File: src/rtl/rram_ctrl_pkg.sv
// Shared types and constants for the RRAM array controller.
package rram_ctrl_pkg;

    typedef enum logic [1:0] {
        OP_READ  = 2'd0,
        OP_SET   = 2'd1,
        OP_RESET = 2'd2,
        OP_RSVD  = 2'd3
    } op_e;

    typedef enum logic [1:0] {
        ST_IDLE  = 2'd0,
        ST_SETUP = 2'd1,
        ST_PULSE = 2'd2,
        ST_HOLD  = 2'd3
    } state_e;

    localparam logic [2:0] REG_CTRL   = 3'd0;
    localparam logic [2:0] REG_ADDR   = 3'd1;
    localparam logic [2:0] REG_TIME   = 3'd2;
    localparam logic [2:0] REG_STATUS = 3'd3;
    localparam logic [2:0] REG_RDATA  = 3'd4;

    localparam logic [1:0] MODE_IDLE  = 2'b00;
    localparam logic [1:0] MODE_READ  = 2'b01;
    localparam logic [1:0] MODE_SET   = 2'b10;
    localparam logic [1:0] MODE_RESET = 2'b11;

    localparam int TIME_SETUP_RST = 1;
    localparam int TIME_PULSE_RST = 1;

    function automatic logic [1:0] op_mode(input logic [1:0] op);
        logic [1:0] m;
        case (op)
            OP_READ:  m = MODE_READ;
            OP_SET:   m = MODE_SET;
            OP_RESET: m = MODE_RESET;
            default:  m = MODE_IDLE;
        endcase
        return m;
    endfunction

endpackage

File: src/rtl/rram_pulse_timer.sv
// Loadable down-counter timing the SETUP and PULSE phases; 'last' flags the
// final cycle of a phase (count == 1).
module rram_pulse_timer #(
    parameter int TW = 16
) (
    input  logic          clk,
    input  logic          reset,
    input  logic          load,
    input  logic [TW-1:0] load_value,
    output logic          last,
    output logic          zero
);

    logic [TW-1:0] count_reg;

    always_ff @(posedge clk or posedge reset) begin
        if (reset) begin
            count_reg <= '0;
        end else if (load) begin
            count_reg <= load_value;
        end else if (count_reg != '0) begin
            count_reg <= count_reg - TW'(1);
        end
    end

    assign last = (count_reg == TW'(1));
    assign zero = (count_reg == '0);

endmodule

File: src/rtl/rram_array_ctrl.sv
// Wishbone-mapped sequencer for READ/SET/RESET pulses on a 1T1R RRAM array:
// register file, bus decode and the IDLE->SETUP->PULSE->HOLD state machine.
module rram_array_ctrl
    import rram_ctrl_pkg::*;
#(
    parameter int ROWS = 16,
    parameter int COLS = 16,
    parameter int TW   = 16
) (
    input  logic            wb_clk_i,
    input  logic            wb_rst_i,
    input  logic            wbs_cyc_i,
    input  logic            wbs_stb_i,
    input  logic            wbs_we_i,
    input  logic [3:0]      wbs_sel_i,
    input  logic [31:0]     wbs_adr_i,
    input  logic [31:0]     wbs_dat_i,
    output logic            wbs_ack_o,
    output logic [31:0]     wbs_dat_o,
    output logic [ROWS-1:0] WL,
    output logic [COLS-1:0] BL,
    input  logic [COLS-1:0] SL,
    output logic [1:0]      mode_o,
    output logic            busy_o,
    output logic            irq_o
);

    state_e          state_reg;
    logic [1:0]      op_reg;
    logic            irq_en_reg;
    logic [7:0]      row_reg;
    logic [7:0]      col_reg;
    logic [TW-1:0]   pulse_reg;
    logic [TW-1:0]   setup_reg;
    logic            done_reg;
    logic            err_reg;
    logic [COLS-1:0] rdata_reg;
    logic [ROWS-1:0] wl_reg;
    logic [COLS-1:0] bl_reg;
    logic [1:0]      mode_reg;
    logic            ack_reg;
    logic [31:0]     dat_reg;

    logic            busy;
    logic            wb_req;
    logic            wb_wr;
    logic [2:0]      offset;
    logic            in_cfg;
    logic            cfg_wr;
    logic            drop_err;
    logic            start_req;
    logic            start_ok;
    logic            start_bad;
    logic            addr_ok;
    logic            clr_done;
    logic            clr_err;
    logic [1:0]      op_next;
    logic            irq_en_next;
    logic [7:0]      row_next;
    logic [7:0]      col_next;
    logic [TW-1:0]   pulse_next;
    logic [TW-1:0]   setup_next;
    logic [TW-1:0]   setup_ld;
    logic [TW-1:0]   pulse_ld;
    logic            timer_load;
    logic [TW-1:0]   timer_value;
    logic            timer_last;
    logic            timer_zero;
    logic [31:0]     rd_data;
    logic [ROWS-1:0] wl_onehot;
    logic [COLS-1:0] bl_onehot;

    assign busy   = (state_reg != ST_IDLE);
    assign wb_req = wbs_cyc_i & wbs_stb_i & ~ack_reg;
    assign wb_wr  = wb_req & wbs_we_i;
    assign offset = wbs_adr_i[4:2];
    assign in_cfg = (offset == REG_CTRL) | (offset == REG_ADDR) | (offset == REG_TIME);

    assign cfg_wr   = wb_wr & ~busy & in_cfg;
    assign drop_err = wb_wr & busy & in_cfg;

    assign op_next     = wbs_sel_i[0] ? wbs_dat_i[1:0]  : op_reg;
    assign irq_en_next = wbs_sel_i[0] ? wbs_dat_i[3]    : irq_en_reg;
    assign row_next    = wbs_sel_i[0] ? wbs_dat_i[7:0]  : row_reg;
    assign col_next    = wbs_sel_i[1] ? wbs_dat_i[15:8] : col_reg;

    genvar gi;
    generate
        for (gi = 0; gi < TW; gi++) begin : g_time_lanes
            assign pulse_next[gi] = wbs_sel_i[gi/8]     ? wbs_dat_i[gi]      : pulse_reg[gi];
            assign setup_next[gi] = wbs_sel_i[2 + gi/8] ? wbs_dat_i[16 + gi] : setup_reg[gi];
        end
        for (gi = 0; gi < ROWS; gi++) begin : g_wl_dec
            assign wl_onehot[gi] = (row_reg == 8'(gi));
        end
        for (gi = 0; gi < COLS; gi++) begin : g_bl_dec
            assign bl_onehot[gi] = (col_reg == 8'(gi));
        end
    endgenerate

    // Start validates the op being written now against the already-held address.
    assign start_req = wb_wr & ~busy & (offset == REG_CTRL) & wbs_sel_i[0] & wbs_dat_i[2];
    assign addr_ok   = ({1'b0, row_reg} < 9'(ROWS)) && ({1'b0, col_reg} < 9'(COLS));
    assign start_ok  = start_req & (op_next != OP_RSVD) & addr_ok;
    assign start_bad = start_req & ~start_ok;

    assign clr_done = wb_wr & (offset == REG_STATUS) & wbs_sel_i[0] & wbs_dat_i[1];
    assign clr_err  = wb_wr & (offset == REG_STATUS) & wbs_sel_i[0] & wbs_dat_i[2];

    assign setup_ld    = (setup_reg == '0) ? TW'(1) : setup_reg;
    assign pulse_ld    = (pulse_reg == '0) ? TW'(1) : pulse_reg;
    assign timer_load  = start_ok | ((state_reg == ST_SETUP) & timer_last);
    assign timer_value = (state_reg == ST_IDLE) ? setup_ld : pulse_ld;

    rram_pulse_timer #(.TW(TW)) u_timer (
        .clk        (wb_clk_i),
        .reset      (wb_rst_i),
        .load       (timer_load),
        .load_value (timer_value),
        .last       (timer_last),
        .zero       (timer_zero)
    );

    always_comb begin
        rd_data = '0;
        case (offset)
            REG_CTRL:   rd_data = {28'b0, irq_en_reg, 1'b0, op_reg};
            REG_ADDR:   rd_data = {16'b0, col_reg, row_reg};
            REG_TIME: begin
                rd_data[TW-1:0]       = pulse_reg;
                rd_data[16+TW-1:16]   = setup_reg;
            end
            REG_STATUS: rd_data = {29'b0, err_reg, done_reg, busy};
            REG_RDATA:  rd_data[COLS-1:0] = rdata_reg;
            default:    rd_data = '0;
        endcase
    end

    always_ff @(posedge wb_clk_i or posedge wb_rst_i) begin
        if (wb_rst_i) begin
            ack_reg <= 1'b0;
            dat_reg <= '0;
        end else begin
            ack_reg <= wb_req;
            if (wb_req) begin
                dat_reg <= wbs_we_i ? 32'b0 : rd_data;
            end
        end
    end

    always_ff @(posedge wb_clk_i or posedge wb_rst_i) begin
        if (wb_rst_i) begin
            op_reg     <= '0;
            irq_en_reg <= 1'b0;
            row_reg    <= '0;
            col_reg    <= '0;
            pulse_reg  <= TW'(TIME_PULSE_RST);
            setup_reg  <= TW'(TIME_SETUP_RST);
        end else if (cfg_wr) begin
            case (offset)
                REG_CTRL: begin
                    op_reg     <= op_next;
                    irq_en_reg <= irq_en_next;
                end
                REG_ADDR: begin
                    row_reg <= row_next;
                    col_reg <= col_next;
                end
                REG_TIME: begin
                    pulse_reg <= pulse_next;
                    setup_reg <= setup_next;
                end
                default: ;
            endcase
        end
    end

    // Status set events are written after the W1C clears so that a set wins.
    always_ff @(posedge wb_clk_i or posedge wb_rst_i) begin
        if (wb_rst_i) begin
            state_reg <= ST_IDLE;
            wl_reg    <= '0;
            bl_reg    <= '0;
            mode_reg  <= MODE_IDLE;
            done_reg  <= 1'b0;
            err_reg   <= 1'b0;
            rdata_reg <= '0;
        end else begin
            if (clr_done) done_reg <= 1'b0;
            if (clr_err) err_reg <= 1'b0;
            if (drop_err | start_bad) err_reg <= 1'b1;
            case (state_reg)
                ST_IDLE: begin
                    if (start_ok) begin
                        state_reg <= ST_SETUP;
                        mode_reg  <= op_mode(op_next);
                        bl_reg    <= (op_next == OP_READ) ? {COLS{1'b1}} : bl_onehot;
                        done_reg  <= 1'b0;
                    end
                end
                ST_SETUP: begin
                    if (timer_last) begin
                        state_reg <= ST_PULSE;
                        wl_reg    <= wl_onehot;
                    end
                end
                ST_PULSE: begin
                    if (timer_last) begin
                        state_reg <= ST_HOLD;
                        wl_reg    <= '0;
                        if (op_reg == OP_READ) rdata_reg <= SL;
                    end
                end
                ST_HOLD: begin
                    state_reg <= ST_IDLE;
                    bl_reg    <= '0;
                    mode_reg  <= MODE_IDLE;
                    done_reg  <= 1'b1;
                end
            endcase
        end
    end

    assign wbs_ack_o = ack_reg;
    assign wbs_dat_o = dat_reg;
    assign WL        = wl_reg;
    assign BL        = bl_reg;
    assign mode_o    = mode_reg;
    assign busy_o    = busy;
    assign irq_o     = done_reg & irq_en_reg;

    logic unused_bits;
    assign unused_bits = ^{wbs_adr_i[31:5], wbs_adr_i[1:0], wbs_dat_i, wbs_sel_i, timer_zero};

endmodule

File: config.mk
export PLATFORM = sky130hd
export DESIGN_NAME = rram_array_ctrl
export DESIGN_NICKNAME = d
export VERILOG_FILES = /design/src/rtl/rram_ctrl_pkg.sv /design/src/rtl/rram_pulse_timer.sv /design/src/rtl/rram_array_ctrl.sv
export SDC_FILE = /design/constraint.sdc
export NUM_CORES = 1
export LEC_CHECK = 0
export BUFFER_PORTS_ARGS = -buffer_cell sky130_fd_sc_hd__buf_4
export CORE_ASPECT_RATIO = 0.5
export CORE_MARGIN = 4
export CORE_UTILIZATION = 40
export CTS_CLUSTER_SIZE = 40
export DETAILED_ROUTE_END_ITERATION = 16
export GPL_ROUTABILITY_DRIVEN = 1
export MAX_ROUTING_LAYER = met4
export PLACE_DENSITY = 0.65
export SKIP_LAST_GASP = 1
export SLEW_MARGIN = 20
export SYNTH_ARGS = -nofsm -noshare
export SYNTH_HDL_FRONTEND = slang
export SYNTH_HIERARCHICAL = 1
export SYNTH_SLANG_ARGS = --single-unit
File: constraint.sdc
create_clock -name wb_clk_i -period 5.3 [get_ports wb_clk_i]
set_clock_uncertainty 0.2 [all_clocks]
set_input_delay 0 -clock wb_clk_i [delete_from_list [all_inputs] [get_ports wb_clk_i]]
set_output_delay 0 -clock wb_clk_i [all_outputs]
set_load 0.005 [all_outputs]
; After elaboration in Yosys (flattened, before gate mapping)
; Cells that the tools add are included.
[op_classes]
add_sub_neg = 1
muxes = 27
n_reduce_logical = 27
n_eq_ne = 44
bitwise_logic = 26
n_lt_le_gt_ge = 2
[op_table]
columns = operator, count
row1 = two-way mux 16 bit, 10
row2 = == test 8 x 4 -> 1 bit (second input constant), 16
row3 = case mux 16 bit (5 select lines), 1
row4 = == test 8 x 3 -> 1 bit (second input constant), 8
row5 = case mux 16 bit (2 select lines), 2
row6 = == test 8 x 2 -> 1 bit (second input constant), 4
row7 = logical NOT 16 bit, 2
row8 = two-way mux 32 bit, 1
row9 = AND reduction 3 bit, 10
row10 = bitwise AND 1 bit, 19
row11 = == test 16 x 1 -> 1 bit (second input constant), 1
row12 = == test 8 x 1 -> 1 bit (second input constant), 2
row13 = logical NOT 8 bit, 2
row14 = < comparator 8 x 5 -> 1 bit (second input constant), 2
row15 = nonzero test 16 bit, 1
row16 = subtractor 16 x 1 -> 16 bit (second input constant), 1
row17 = two-way mux 2 bit, 5
row18 = nonzero test 2 bit, 5
row19 = != test 2 bit (second input constant), 4
row20 = case mux 2 bit (4 select lines), 1
row21 = == test 2 bit (second input constant), 3
row22 = == test 3 x 2 -> 1 bit (second input constant), 2
row23 = logical NOT 2 bit, 3
row24 = case mux 2 bit (3 select lines), 1
row25 = 11 further kinds, 21
[word_totals]
reg_bits = 154
inputBits = 89

; Longest topological paths before layout
[logic_depth]
depth_word = 13
mapped_depth = 10
depth_no_buf = 8

; Hierarchy
; The synthesis kept the hierarchy.
[modules_own_cells]
columns = module, instances, area_each_um2, cells_per_inst
row1 = rram_array_ctrl, 1, 6269.8, 501
row2 = rram_pulse_timer, 1, 1006.0, 110

; Worst setup path before layout
; OpenSTA, ideal clock, no wires.
[synth_timing]
path_kind = register -> register
startpoint = register u_timer.count_reg[6]
endpoint = register rdata_reg[0]
path_stages_with_launch = 7
path_slack_ns = 2.331
setup_ns = 0.125
arrival_ns = 2.644
path_buffers = 2
cell_sequence = dfrtp_1 > or4_4 > nor4_1 > nor4bb_1 > clkbuf_1 > buf_2 > mux2_2
[synth_between]
elab_chain_len = 2
[synth_rtl]
columns = item, line_no
row1 = start: declaration, rram_pulse_timer.sv:14  ; logic [TW-1:0] count_reg;
row2 = start signal: assignment, rram_pulse_timer.sv:20  ; count_reg <= load_value;
row3 = start signal: assignment, rram_pulse_timer.sv:22  ; count_reg <= count_reg - TW'(1);
row4 = == test 16 x 1 -> 1 bit, rram_pulse_timer.sv:26  ; assign last = (count_reg == TW'(1));
row5 = named net timer_last, rram_array_ctrl.sv:67  ; logic timer_last;
row6 = AND reduction 3 bit (no line), -
row7 = end signal: assignment, rram_array_ctrl.sv:187  ; rdata_reg <= '0;
row8 = end signal: assignment, rram_array_ctrl.sv:211  ; if (op_reg == OP_READ) rdata_reg <= SL;
row9 = end: declaration, rram_array_ctrl.sv:37  ; logic [COLS-1:0] rdata_reg;
; The timed path passes the listed nets, and every way through them passes these cells.
; A chain may end at the register's enable or synchronous reset.

; Worst setup path in the final report
[layout_timing]
startpoint = register ack_reg (netlist: wbs_ack_o)
endpoint = register setup_reg[8]
[layout_between]
elab_chain_len = 6
[layout_rtl]
columns = item, line_no
row1 = start: declaration, rram_array_ctrl.sv:41  ; logic ack_reg;
row2 = start signal: assignment, rram_array_ctrl.sv:144  ; ack_reg <= wb_req;
row3 = NOT 1 bit, rram_array_ctrl.sv:74  ; assign wb_req = wbs_cyc_i & wbs_stb_i & ~ack_reg;
row4 = bitwise AND 1 bit, rram_array_ctrl.sv:74
row5 = bitwise AND 1 bit, rram_array_ctrl.sv:75  ; assign wb_wr = wb_req & wbs_we_i;
row6 = bitwise AND 1 bit (2 in a row), rram_array_ctrl.sv:79  ; assign cfg_wr = wb_wr & ~busy & in_cfg;
row7 = AND reduction 3 bit (no line), -
row8 = end signal: assignment, rram_array_ctrl.sv:158  ; setup_reg <= TW'(TIME_SETUP_RST);
row9 = end signal: assignment, rram_array_ctrl.sv:171  ; setup_reg <= setup_next;
row10 = end: declaration, rram_array_ctrl.sv:34  ; logic [TW-1:0] setup_reg;
; No other way between the ends.

==> results.cfg <==
[drt]
wirelength_um = 19700
drc = 0
num_vias = 5755
drtIter0Drc = 504
routedWlPerCell_um = 18.8
firstDrtPassIters = 5
ant_nets = 0
via_per_inst = 5.50

[timing]
worst_pin_slew_ps = 1240
slew_viol_final = 0
grt_setup_unrepaired = no
fmax_mhz = 267
fin_ws_ps = 1550
hold_slack_ps = 23.9
setup_violations = 0
finalHoldViolCount = 0
min_period_ps = 3750
relSlewSlack_pct = 16.8
finalSetupTns_ps = 0
period_share_pct = 70.7

[global_routing]
grt_max_degree = 76
antenna_found_initial = 0
grt_overflow = 0
grtUsageTotal_pct = 20.5
grt_pass1_vias = 5885
grt_pass1_wl_um = 32200

[worst_setup_path]
worstPathMaxFanout = 43
crit_chain = nand3b_1 -> dlygate4sd3_1 -> buf_4 -> nor4_1 -> nand2_1 -> mux2_2
rrSetupSlack_ps = 1550
r2r-start = wbs_ack_o
timing.rr.end = setup_reg[8]
reg2regPathDepth = 6
start_kind = register
startpoint = wbs_ack_o
cp_slowest_stage_delay_ps = 1050
worstPathRequired_ps = 5400
worstSetupEndpoint = setup_reg[8]
crit_arrival_ps = 3850
end_kind = register
critPathSlowestCell = nor4_1
worstSetupPathType = register to register

[synth]
avgSynthCellArea_um2 = 11.9
async_flop_share_pct = 100
ys_types = 65
synth_area_leader_cell = dfrtp_1
synth_cells = 611
synth_nets = 708
synth_top_area_share_pct = 52.3
ys_ff_latch = 154
ys_warn_count = 6
ys.flop_type = dfrtp_1
yosys-top-cells-area = dfrtp_1, mux2_2, o21ai_0
synth-seq-area-share_pct = 53.0
netlist_area_mm2 = 0.00728
synth_edf_count = 0

[layout]
finalInstanceArea_mm2 = 0.00973
seq_area_mm2 = 0.00386
final_nets = 899
multi_input_area_mm2 = 0.00327
area_growth_pct = 33.8
diodes = 0
final_core_util_pct = 55.3
final_cells = 1047
fillers = 1510
largest_reg_flops = 32
layout-drive-gt1-share_pct = 34.9

[die]
fp.dieW_um = 199
start_util_pct = 41.3
design.core.area_mm2 = 0.0176
rows = 34
die_area_mm2 = 0.0205
ioPinCount = 158
dieHeight_um = 103

[worst_hold_path]
hold_path.class = input port to register

[cts]
htree_levels = 4
post_cts_resized = 0
cts-hold-fix-buffers = 61
cts_buffers = 17
clk_path_buf_depth = 2
post-cts-setup-buffers = 0
clkSlewWorstSetupHoldPaths_ps = 60
clk_latency_ps = 420
clock-sinks = 154
clk_root_buffer_cell = clkbuf_16
cts_tree = yes

[power]
pwr-share-clk_pct = 33.2
switching_share_pct = 29.5
pwr-share-seq_pct = 40.1
power_switching_mw = 1.14
ir_worst_vdd_uv = 248
total_power_mw = 3.87
power.density_mw_per_mm2 = 397
power.internal_mw = 2.73
p_leak_nw = 4.46
comb_power_share_pct = 26.7

[job]
drv_cap = 0

[placement]
pre_cts_slack_ps = 1890
dp_cells = 956
place_area_mm2 = 0.00851
dp_hpwl_um = 13800
place_congestion = 0.859
io_buffers = 128

[run_status]
status = completed
-- synth_stat cells, drive strengths merged (6+ instances only) --
cell / instances
a2bb2oi: 14
nor3: 11
inv: 16
dfrtp: 152
clkbuf: 21
or4: 6
mux2: 101
a22o: 19
nor4: 19
a22oi: 16
ha: 8
nand2: 59
nand3: 6
nor2: 17
o21ai: 53
xnor2: 8
-- layout by cell type, fill, tap and decap left out, types with 8 or more instances in the layout --
cell type and count:
ha_1 8, buf_4 137, nor4_1 15, nor2_1 17, o21ai_1 8, clkbuf_16 17, dfrtp_1 152, nand2_1 59
o21ai_0 45, dlygate4sd3_1 61, nor3_1 9, xnor2_1 8, inv_1 15, a22oi_1 16, mux2_2 90, mux2_4 9
a22o_1 19, a2bb2oi_1 14
-- layer usage --
metal,track usage (%),wire [um]
met5,-,0
met4,5.51,267
met3,3.24,678
met2,32.7,9600
met1,27.7,9180
-- worst min path at each step --
stage	to	start	slack (ps)	depth (start not counted)
final	setup_reg[7]	wbs_sel_i[2]	20	3
after global routing	setup_reg[6]	wbs_sel_i[2]	50	3
after CTS	setup_reg[1]	wbs_sel_i[2]	30	3
after detailed placement	u_timer/count_reg[5]	wb_rst_i	-40	2
after global placement	u_timer/count_reg[3]	wb_rst_i	-60	2
after floorplan	u_timer/count_reg[0]	wb_rst_i	-290	1
-- cells by family (layout without fill, tap and decap cells) --
| group | count (synthesis) | after routing | share of synthesized area [%] |
|---|---|---|---|
| compound gates | 136 | 136 | 13.2 |
| xor+xnor | 12 | 12 | 1.44 |
| fa+ha+maj | 8 | 8 | 1.38 |
| buf+inv | 42 | 244 | 2.29 |
| flops | 154 | 154 | 53.0 |
| mux | 103 | 103 | 16.4 |
| simple gates | 156 | 156 | 12.3 |
-- critical path, delay by kind of cell (launching register included) --
kind                   cells  cell delay (ps)
AND/OR/NAND/NOR            3             1750
buffers and inverters      2              860
multiplexers               1              410
flip-flops                 1              400
-- cell type report --
type / count / share of cell area, %
tap: 234 / 3.01
sequential: 154 / 39.6
clock buffer: 20 / 4.59
multi-input combinational: 415 / 33.6
timing repair buffer: 198 / 16.8
inverter: 16 / 0.643
clock inverter: 10 / 1.72
-- power by group through the flow --
stage          Clock (mW)  Sequential, mW  Combinational, mW
6_report             1.28            1.55               1.03
5_1_grt              1.36            1.58               1.14
4_1_cts              1.30            1.55               1.05
3_5_place_dp            0            1.57               1.00
3_3_place_gp            0            1.56              0.982
2_1_floorplan           0            1.51              0.702
Note: power is estimated with default switching activity, not from simulation.
